### config.mk
export PLATFORM = sky130hd
export DESIGN_NAME = cla_adder_8
export DESIGN_NICKNAME = d
export VERILOG_FILES = /design/src/rtl/cla_adder_8.sv
export SDC_FILE = /design/constraint.sdc
export NUM_CORES = 1
export LEC_CHECK = 0
export CORE_MARGIN = 2
export CORE_UTILIZATION = 34
export DETAILED_ROUTE_END_ITERATION = 8
export HOLD_SLACK_MARGIN = 0.1
export PLACE_DENSITY = 0.76
export SYNTH_ARGS = -nofsm -noshare
export SYNTH_HDL_FRONTEND = slang
export SYNTH_SLANG_ARGS = --single-unit
### constraint.sdc
create_clock -name clk -period 0.8 [get_ports clk]
set_clock_uncertainty 0.15 [all_clocks]
set_input_delay 0.16 -clock clk [delete_from_list [all_inputs] [get_ports clk]]
set_output_delay 0.16 -clock clk [all_outputs]
set_load 0.005 [all_outputs]
### src/rtl/cla_adder_8.sv
// cla_adder_8: 8-bit two-level carry-lookahead adder with a registered output.
// Two 4-bit CLA groups form their internal carries directly from the per-bit
// generate/propagate terms. A second-level unit combines the group G/P terms
// to produce the carry into bit 4 and the final carry out. The 9-bit result
// is captured on every rising clock edge, so the latency is one cycle.

module cla_adder_8 (
    input  logic       clk,
    input  logic       rst_n,
    input  logic [7:0] a,
    input  logic [7:0] b,
    input  logic       cin,
    output logic [7:0] s,
    output logic       cout
);

    // Internal carries of a 4-bit group. Bit 0 carries the group carry-in,
    // and each higher carry is a flat sum of products (no ripple chain).
    function automatic logic [3:0] cla4_carries(
        input logic [3:0] g,
        input logic [3:0] p,
        input logic       ci
    );
        logic [3:0] c;
        c[0] = ci;
        c[1] = g[0] | (p[0] & ci);
        c[2] = g[1] | (p[1] & g[0]) | (p[1] & p[0] & ci);
        c[3] = g[2] | (p[2] & g[1]) | (p[2] & p[1] & g[0])
             | (p[2] & p[1] & p[0] & ci);
        return c;
    endfunction

    // Group generate: the group produces a carry regardless of its carry-in.
    function automatic logic cla4_group_gen(
        input logic [3:0] g,
        input logic [3:0] p
    );
        return g[3] | (p[3] & g[2]) | (p[3] & p[2] & g[1])
             | (p[3] & p[2] & p[1] & g[0]);
    endfunction

    // Group propagate: the group passes its carry-in straight through.
    function automatic logic cla4_group_prop(
        input logic [3:0] p
    );
        return p[3] & p[2] & p[1] & p[0];
    endfunction

    logic [7:0] g_s;
    logic [7:0] p_s;
    logic [7:0] c_s;
    logic       grp_g0_s;
    logic       grp_p0_s;
    logic       grp_g1_s;
    logic       grp_p1_s;
    logic       c4_s;
    logic       cout_comb_s;
    logic [7:0] sum_s;

    // Per-bit generate/propagate terms and the group G/P terms.
    always_comb begin
        g_s      = a & b;
        p_s      = a ^ b;
        grp_g0_s = cla4_group_gen(g_s[3:0], p_s[3:0]);
        grp_p0_s = cla4_group_prop(p_s[3:0]);
        grp_g1_s = cla4_group_gen(g_s[7:4], p_s[7:4]);
        grp_p1_s = cla4_group_prop(p_s[7:4]);
    end

    // Second-level lookahead: the carry into the upper group and the final
    // carry out both come from group terms and cin alone.
    always_comb begin
        c4_s        = grp_g0_s | (grp_p0_s & cin);
        cout_comb_s = grp_g1_s | (grp_p1_s & grp_g0_s)
                    | (grp_p1_s & grp_p0_s & cin);
    end

    // Carries for each bit from the two groups, then the sum bits.
    always_comb begin
        c_s[3:0] = cla4_carries(g_s[3:0], p_s[3:0], cin);
        c_s[7:4] = cla4_carries(g_s[7:4], p_s[7:4], c4_s);
        sum_s    = p_s ^ c_s;
    end

    // Output register: new result every edge. Reset clears the register
    // immediately and discards any in-flight result.
    always_ff @(posedge clk or negedge rst_n) begin
        if (!rst_n) begin
            s    <= 8'h00;
            cout <= 1'b0;
        end else begin
            s    <= sum_s;
            cout <= cout_comb_s;
        end
    end

endmodule

## Word level (Yosys, flattened, before mapping)

Cells that the tools add are included.

| storage, ports and cells | value |
|---|---|
| input bits | 19 |
| output and inout bits | 9 |
| flip-flop bits (word level) | 9 |
| word-level logic and storage cells | 60 |

| cells by class | value |
|---|---|
| bitwise logic cells | 58 |

Operators by type and width:

| kind | number |
|---|---|
| $and 1x1->1 | 34 |
| $or 1x1->1 | 21 |
| $xor 8x8->8 | 2 |
| $and 8x8->8 | 1 |

## Longest topological paths before layout

Gate-level depths: netlist (run 1).

| depth | value |
|---|---|
| depth in word-level cells | 9 |
| depth in mapped cells | 5 |
| depth with buffers taken out | 5 |

## Least setup slack after synthesis (run 1)

No wires, ideal clock.

| timing path | value |
|---|---|
| path type | input-to-reg |
| start | in a[0] |
| end | reg s[5] |
| stages | 5 |
| arrival | 1.296 ns |
| setup slack | -0.769 ns |
| data required time | 0.527 ns |
| path buffers | 0 |
| setup time | 0.123 ns |
| cells stage by stage | ha_1 > a21oi_2 > o2111ai_2 > fa_1 > xor2_1 |

| on the way | value |
|---|---|
| longest elaborated chain between the ends | 7 |
| elaborated cells on any way between the ends | 10 |
| classes of those cells | bitwise (10) |

RTL lines:

| what | line | text |
|---|---|---|
| start, declared | 10 | `input logic [7:0] a,` |
| $and 8x8->8 / $xor 8x8->8 (equally long branches) | 62, 63 |  |
| $and 1x1->1 (on tied branches) | 39, 46 |  |
| $or 1x1->1 / $and 1x1->1 (equally long branches) | 39, 73 |  |
| $or 1x1->1 (*) | 73 | `c4_s = grp_g0_s \| (grp_p0_s & cin);` |
| $and 1x1->1 (*) | 26 | `c[1] = g[0] \| (p[0] & ci);` |
| $or 1x1->1 (*) | 26 |  |
| $xor 8x8->8 (*) | 82 | `sum_s = p_s ^ c_s;` |
| named net sum_s[5] | 58 | `logic [7:0] sum_s;` |
| end signal, assigned | 92 | `s <= sum_s;` |
| end, declared | 13 | `output logic [7:0] s,` |

Mark *: on every way through the listed nets, which the timed path passes. The rest lies on a longest branch.

## Worst setup path after layout (run 1)

| timing path | value |
|---|---|
| start | in b[0] |
| end | reg s[5] |

| on the way | value |
|---|---|
| longest elaborated chain between the ends | 7 |
| elaborated cells on any way between the ends | 10 |
| classes of those cells | bitwise (10) |

RTL lines:

| what | line | text |
|---|---|---|
| start, declared | 11 | `input logic [7:0] b,` |
| $and 8x8->8 / $xor 8x8->8 (equally long branches) | 62, 63 |  |
| $and 1x1->1 (on tied branches) | 39, 46 |  |
| $or 1x1->1 / $and 1x1->1 (equally long branches) | 39, 73 |  |
| $or 1x1->1 (*) | 73 |  |
| $and 1x1->1 (*) | 26 |  |
| $or 1x1->1 (*) | 26 |  |
| $xor 8x8->8 (*) | 82 |  |
| named net sum_s[5] | 58 |  |

Marked as above.

==> results of run 1 <==
==> area by class of cell <==
type                            instances  area share
Clock buffer                            4      0.0236
Inverter                                5      0.0169
Multi-Input combinational cell         32       0.411
Sequential cell                         9       0.202
Tap cell                               16      0.0180
Timing Repair Buffer                   41       0.328
==> cell families after synthesis <==
family                     share of synthesized area
adders and majority gates                      0.260
DFF                                            0.419
AOI/OAI and AO/OA                              0.135
buffers and inverters                         0.0349
and+or+nand+nor                               0.0535
xor gates and xnor gates                      0.0977
==> state kept, by name (all words and copies together), names as in the netlist <==
signal / count
s: 8
cout: 1
==> per-layer routing <==
layer | global-route usage | vias up
met5 | 0 | -
met4 | 0.109 | 0
met3 | 0.0333 | 4
met2 | 0.238 | 24
met1 | 0.173 | 237
li1 | - | 246
==> power by group through the flow <==
stage / registers, mW / logic [mW] / clock network, mW
finish: 0.563 / 0.684 / 0.349
global route: 0.568 / 0.745 / 0.377
CTS: 0.564 / 0.654 / 0.366
detailed placement: 0.577 / 0.652 / 0
global placement: 0.574 / 0.635 / 0
floorplan: 0.591 / 0.231 / 0
==> worst max-delay path: cells and delay by family <==
kind                     cells  cell delay, ps
adder cells (fa/ha/maj)      2             590
AO/OA/AOI/OAI                2             310
XOR/XNOR                     1             160
buffers and inverters        1             100
==> how the worst max path moves through the flow <==
stage	end	slack, ps	depth (start not counted)
2_1_floorplan	s[4]	-690	4
3_3_place_gp	s[5]	-1220	6
3_5_place_dp	s[5]	-1250	6
4_1_cts	s[4]	-520	5
5_1_grt	s[5]	-580	6
6_report	s[5]	-520	6
==> Yosys cell counts <==
master | n | share of area
a21oi_1 | 1 | 0.0093
inv_1 | 5 | 0.035
a31oi_1 | 1 | 0.012
dfrtp_1 | 9 | 0.42
a21oi_2 | 1 | 0.016
o21bai_1 | 2 | 0.028
nor2_1 | 1 | 0.0070
nand2_1 | 4 | 0.028
o2111ai_2 | 1 | 0.028
xnor2_1 | 3 | 0.049
o31ai_2 | 1 | 0.023
o21ai_0 | 2 | 0.019
nand3_1 | 2 | 0.019
ha_1 | 8 | 0.19
fa_1 | 2 | 0.074
xor2_1 | 3 | 0.049
==> per-stage QoR <==
| step | setup WS (ps) | hold slack, ps |
|---|---|---|
| floorplan | -693 | -286 |
| global placement | -1220 | 342 |
| detailed placement | -1250 | 338 |
| CTS | -518 | 53.3 |
| global route | -579 | 66.5 |
| finish | -522 | 57.8 |
==> cell usage in the layout, fill, tap and decap left out, types with 2 or more instances in the layout <==
cell             instances
ha_1                     2
ha_4                     6
buf_2                    9
fa_2                     2
clkbuf_4                 3
dfrtp_1                  9
nand2_1                  4
buf_6                   10
buf_8                    2
clkdlybuf4s50_1          3
xnor2_1                  2
buf_4                   10
dlygate4sd2_1            6
inv_1                    5
xor2_1                   3
==> what timing repair did <==
item | 4_1_cts | 5_1_grt
setup buffers | 2 | 1
gates cloned | 0 | 0
endpoints found under the setup margin | 18 | 18
hold endpoints to repair | 9 | 9
resized for setup | 104 | 4
pin swaps | 16 | 9
==> results.cfg, run 1 <==
[sta]
setup_tns_ps = -5480
setup_viol = 18
fin_ws_ps = -522
fmax_mhz = 757
timing.final.crit_share = 1.65
finalWorstPathRequiredPeriod_ps = 1320
hold_violations = 0
tightestPinTransition_ps = 214
rsz0062_at_grt = true
slew_violations = 0
relSlewSlack = 0.857

[critical_path]
crit_required_ps = 800
crit_chain = buf_8, ha_4, a21oi_4, o2111ai_4, fa_2, xor2_1
startpoint_type = primary input
crit_start = b[0]
crit_arrival_ps = 1320
critical_path_class = in2reg
end_kind = flop
slowest_stage = fa_2
worst-path-max-fanout = 2
max_stage_delay_ps = 360

[detailed_routing]
wirelength_um = 1220
drcViolationCount = 0
antenna_left = 0
wire_per_inst_um = 11.4
wl_met1_um = 468
top_layer_used = met4
dr_wl_met3_um = 115
vias_per_cell = 4.78
firstDrtPassIters = 2
dr.first_iter.drc_count = 3
wl_met2_um = 602
via_count = 511

[clock_network]
cts_buffers = 3
htreeDepth = 1
cts_root_buffer = clkbuf_4
clkTransAtPathRegs_ps = 60
cts.sinks = 9
clockBufferDepth = 2
cts_tree = yes

[layout]
multiInputGateArea_um2 = 458
nets = 121
finalInstanceArea_mm2 = 0.00111
area_growth_pct = 107
fillers = 108
final_core_util = 0.748
antenna_cells = 0
fin_cells = 107
regArea_um2 = 225
drive_above_1_share = 0.582

[power]
p_per_area_mw_per_mm2 = 1430
intPower_mw = 1.14
vdd_ir_drop_max_uv = 797
power_frac_comb = 0.429
p_clk_frac = 0.219
pwr-share-seq = 0.352
p_total_mw = 1.60
p_leak_nw = 0.500
p_switching_uw = 457
p_sw_frac = 0.286

[grt]
grt_max_degree = 10
grt-ovfl-total = 0
track_usage = 0.149
grt_pass1_vias = 486
grt_pass1_wl_um = 2040
antenna_found_initial = 0

[synthesis]
seq_area_frac_synth = 0.419
avgSynthCellArea_um2 = 11.7
synthDistinctLibCells = 16
synth_area_um2 = 538
postSynthCellCount = 46
yosysWarnings = 0
synth_fp_nets = 75
synth_seq_cells = 9

[floorplanning]
fp.dieH_um = 43.8
die_width_um = 43.8
dieArea_mm2 = 0.00192
ios = 28
initial_core_util = 0.361
coreArea_mm2 = 0.00149
core.rowCount = 14

[hold_path]
holdCritPathClass = in2async

[placement]
place_congestion = 0.673
io_buffers = 27
dp.cells = 100
hpwl_um = 972
dpl_cell_area_mm2 = 0.00100

[outcome]
status = finished with violations
violations = negative setup slack

[flow_run]
drv_cap = 0
Power figures use the tool's default switching activity.
==> inputs of run 2 (changes only) <==
--- a/config.mk
+++ b/config.mk
@@ -6,10 +6,10 @@
 export NUM_CORES = 1
 export LEC_CHECK = 0
 export CORE_MARGIN = 2
-export CORE_UTILIZATION = 34
+export CORE_UTILIZATION = 25
 export DETAILED_ROUTE_END_ITERATION = 8
 export HOLD_SLACK_MARGIN = 0.1
-export PLACE_DENSITY = 0.76
+export PLACE_DENSITY = 0.6
 export SYNTH_ARGS = -nofsm -noshare
 export SYNTH_HDL_FRONTEND = slang
 export SYNTH_SLANG_ARGS = --single-unit
==> run 2 against run 1 <==
Compared with the run above:
- the run still ends with negative setup slack left
- die area increased by 32%
- final cell count increased by 10%
- maximum frequency increased by 0.50%
- total power decreased by 2.3%
- sequential share of layout area increased by 0.14 points
- sequential power about the same
- flip-flop and latch count unchanged
- wire length increased by 4.5%
- core utilization decreased by 20 points
- cell area decreased by 0.67%
- first-iteration DRC count unchanged
==> results.cfg, run 2 (synthesis gave the netlist of run 1 again) <==
[outcome]
status = finished with violations
violations = negative setup slack

[layout]
area_growth_pct = 106
largest_reg_flops = 8
top_register = s
drive_above_1_share = 0.593
final_common_cell = buf_4
nets = 121
final_core_util = 0.553
fillers = 184
top_regs = s: 8 flops, cout: 1 flops
final_cell_mix = buf_4 (12), dfrtp_1 (9), buf_2 (9)
finalInstanceArea_mm2 = 0.00111
antenna_cells = 0

[sta]
finalWorstPathRequiredPeriod_ps = 1320
relSlewSlack = 0.859
timing.final.crit_share = 1.64
fin_ws_ps = -515
rsz0062_at_grt = true
slew_violations = 0
fmax_mhz = 760
tightestPinTransition_ps = 212
hold_violations = 0
setup_viol = 18

[floorplanning]
coreArea_mm2 = 0.00200
die_width_um = 50.4
initial_core_util = 0.269
ios = 28
core.rowCount = 16
fp.dieH_um = 50.4
dieArea_mm2 = 0.00254

[placement]
hpwl_um = 984
place_congestion = 0.700
io_buffers = 27
post-place-ws_ps = -1250
dpl_cell_area_mm2 = 0.00102

[clock_network]
htreeDepth = 1
cts.sinks = 9
clkTransAtPathRegs_ps = 60
cts_root_buffer = clkbuf_4
clockBufferDepth = 2
cts_buffers = 3
cts_tree = yes

[detailed_routing]
wire_per_inst_um = 10.8
firstDrtPassIters = 3
wirelength_um = 1280
vias_per_cell = 4.18
via_count = 493
drcViolationCount = 0
dr.first_iter.drc_count = 3
antenna_left = 0

[grt]
antenna_found_initial = 0
grt_pass1_vias = 473
track_usage = 0.111
grt_pass1_wl_um = 2010
grt_max_degree = 10
grt-ovfl-total = 0

[flow_run]
drv_cap = 0

[power]
p_leak_nw = 0.489
p_total_mw = 1.56
vdd_ir_drop_max_uv = 624
p_per_area_mw_per_mm2 = 1410

[critical_path]
critical_path_class = in2reg
crit_required_ps = 790
worst-path-max-fanout = 2
end_kind = flop
crit_arrival_ps = 1310
startpoint_type = primary input

[hold_path]
holdCritPathClass = in2async
-- run 2: area by class of cell --
type	count	area, um2	share of cell area
Clock buffer	4	26.3	0.0238
Inverter	5	18.8	0.0170
Multi-Input combinational cell	32	450	0.407
Sequential cell	9	225	0.204
Tap cell	27	33.8	0.0305
Timing Repair Buffer	41	352	0.318
-- run 2: stage by stage --
step	setup TNS, ps	hold slack (ps)	cells
finish	-5170	78.6	118
global route	-5750	83.5	118
CTS	-5520	68.6	118
detailed placement	-11970	337	111
global placement	-11840	348	111
floorplan	-3810	-286	46
-- run 2: worst paths after layout --
kind / depth (start not counted) / start / slack (ps) / end
min in group clk: 4 / a[2] / 150 / s[3]
setup / recovery: 6 / b[0] / -520 / s[5]
max in group asynchronous: 2 / rst_n / 320 / s[5]
hold / removal: 2 / rst_n / 80 / s[6]
-- run 2: power breakdown --
group | leakage [nW] | switching (mW) | internal, mW
clock | 0.0150 | 0.147 | 0.191
combinational | 0.368 | 0.274 | 0.385
sequential | 0.106 | 0.0184 | 0.544
total | 0.489 | 0.439 | 1.12
-- run 2: worst max-delay path: stages --
cell       delay [ps]
buf_8             100
ha_4              230
a21oi_4           150
o2111ai_4         150
fa_2              350
xor2_1            160
-- run 2: repair_timing --
item	in CTS	in global routing
hold endpoints to repair	9	9
gates resized for setup	99	4
endpoints found under the setup margin	18	18
pin swaps	14	0
buffers inserted	3	0
-- run 2: layer usage --
layer	wire length, um	GRT usage	vias up
met3	100	0.0357	2
met2	632	0.171	22
met5	0	0	-
li1	-	-	247
met1	529	0.129	222
met4	14	0.0811	0
==> inputs of run 3 (changes only) <==
--- a/config.mk
+++ b/config.mk
@@ -7,6 +7,7 @@
 export LEC_CHECK = 0
 export CORE_MARGIN = 2
 export CORE_UTILIZATION = 25
+export CTS_CLUSTER_SIZE = 20
 export DETAILED_ROUTE_END_ITERATION = 8
 export HOLD_SLACK_MARGIN = 0.1
 export PLACE_DENSITY = 0.6
==> results of run 3 <==
Final layout, timing and power as in run 2 (identical DEF).
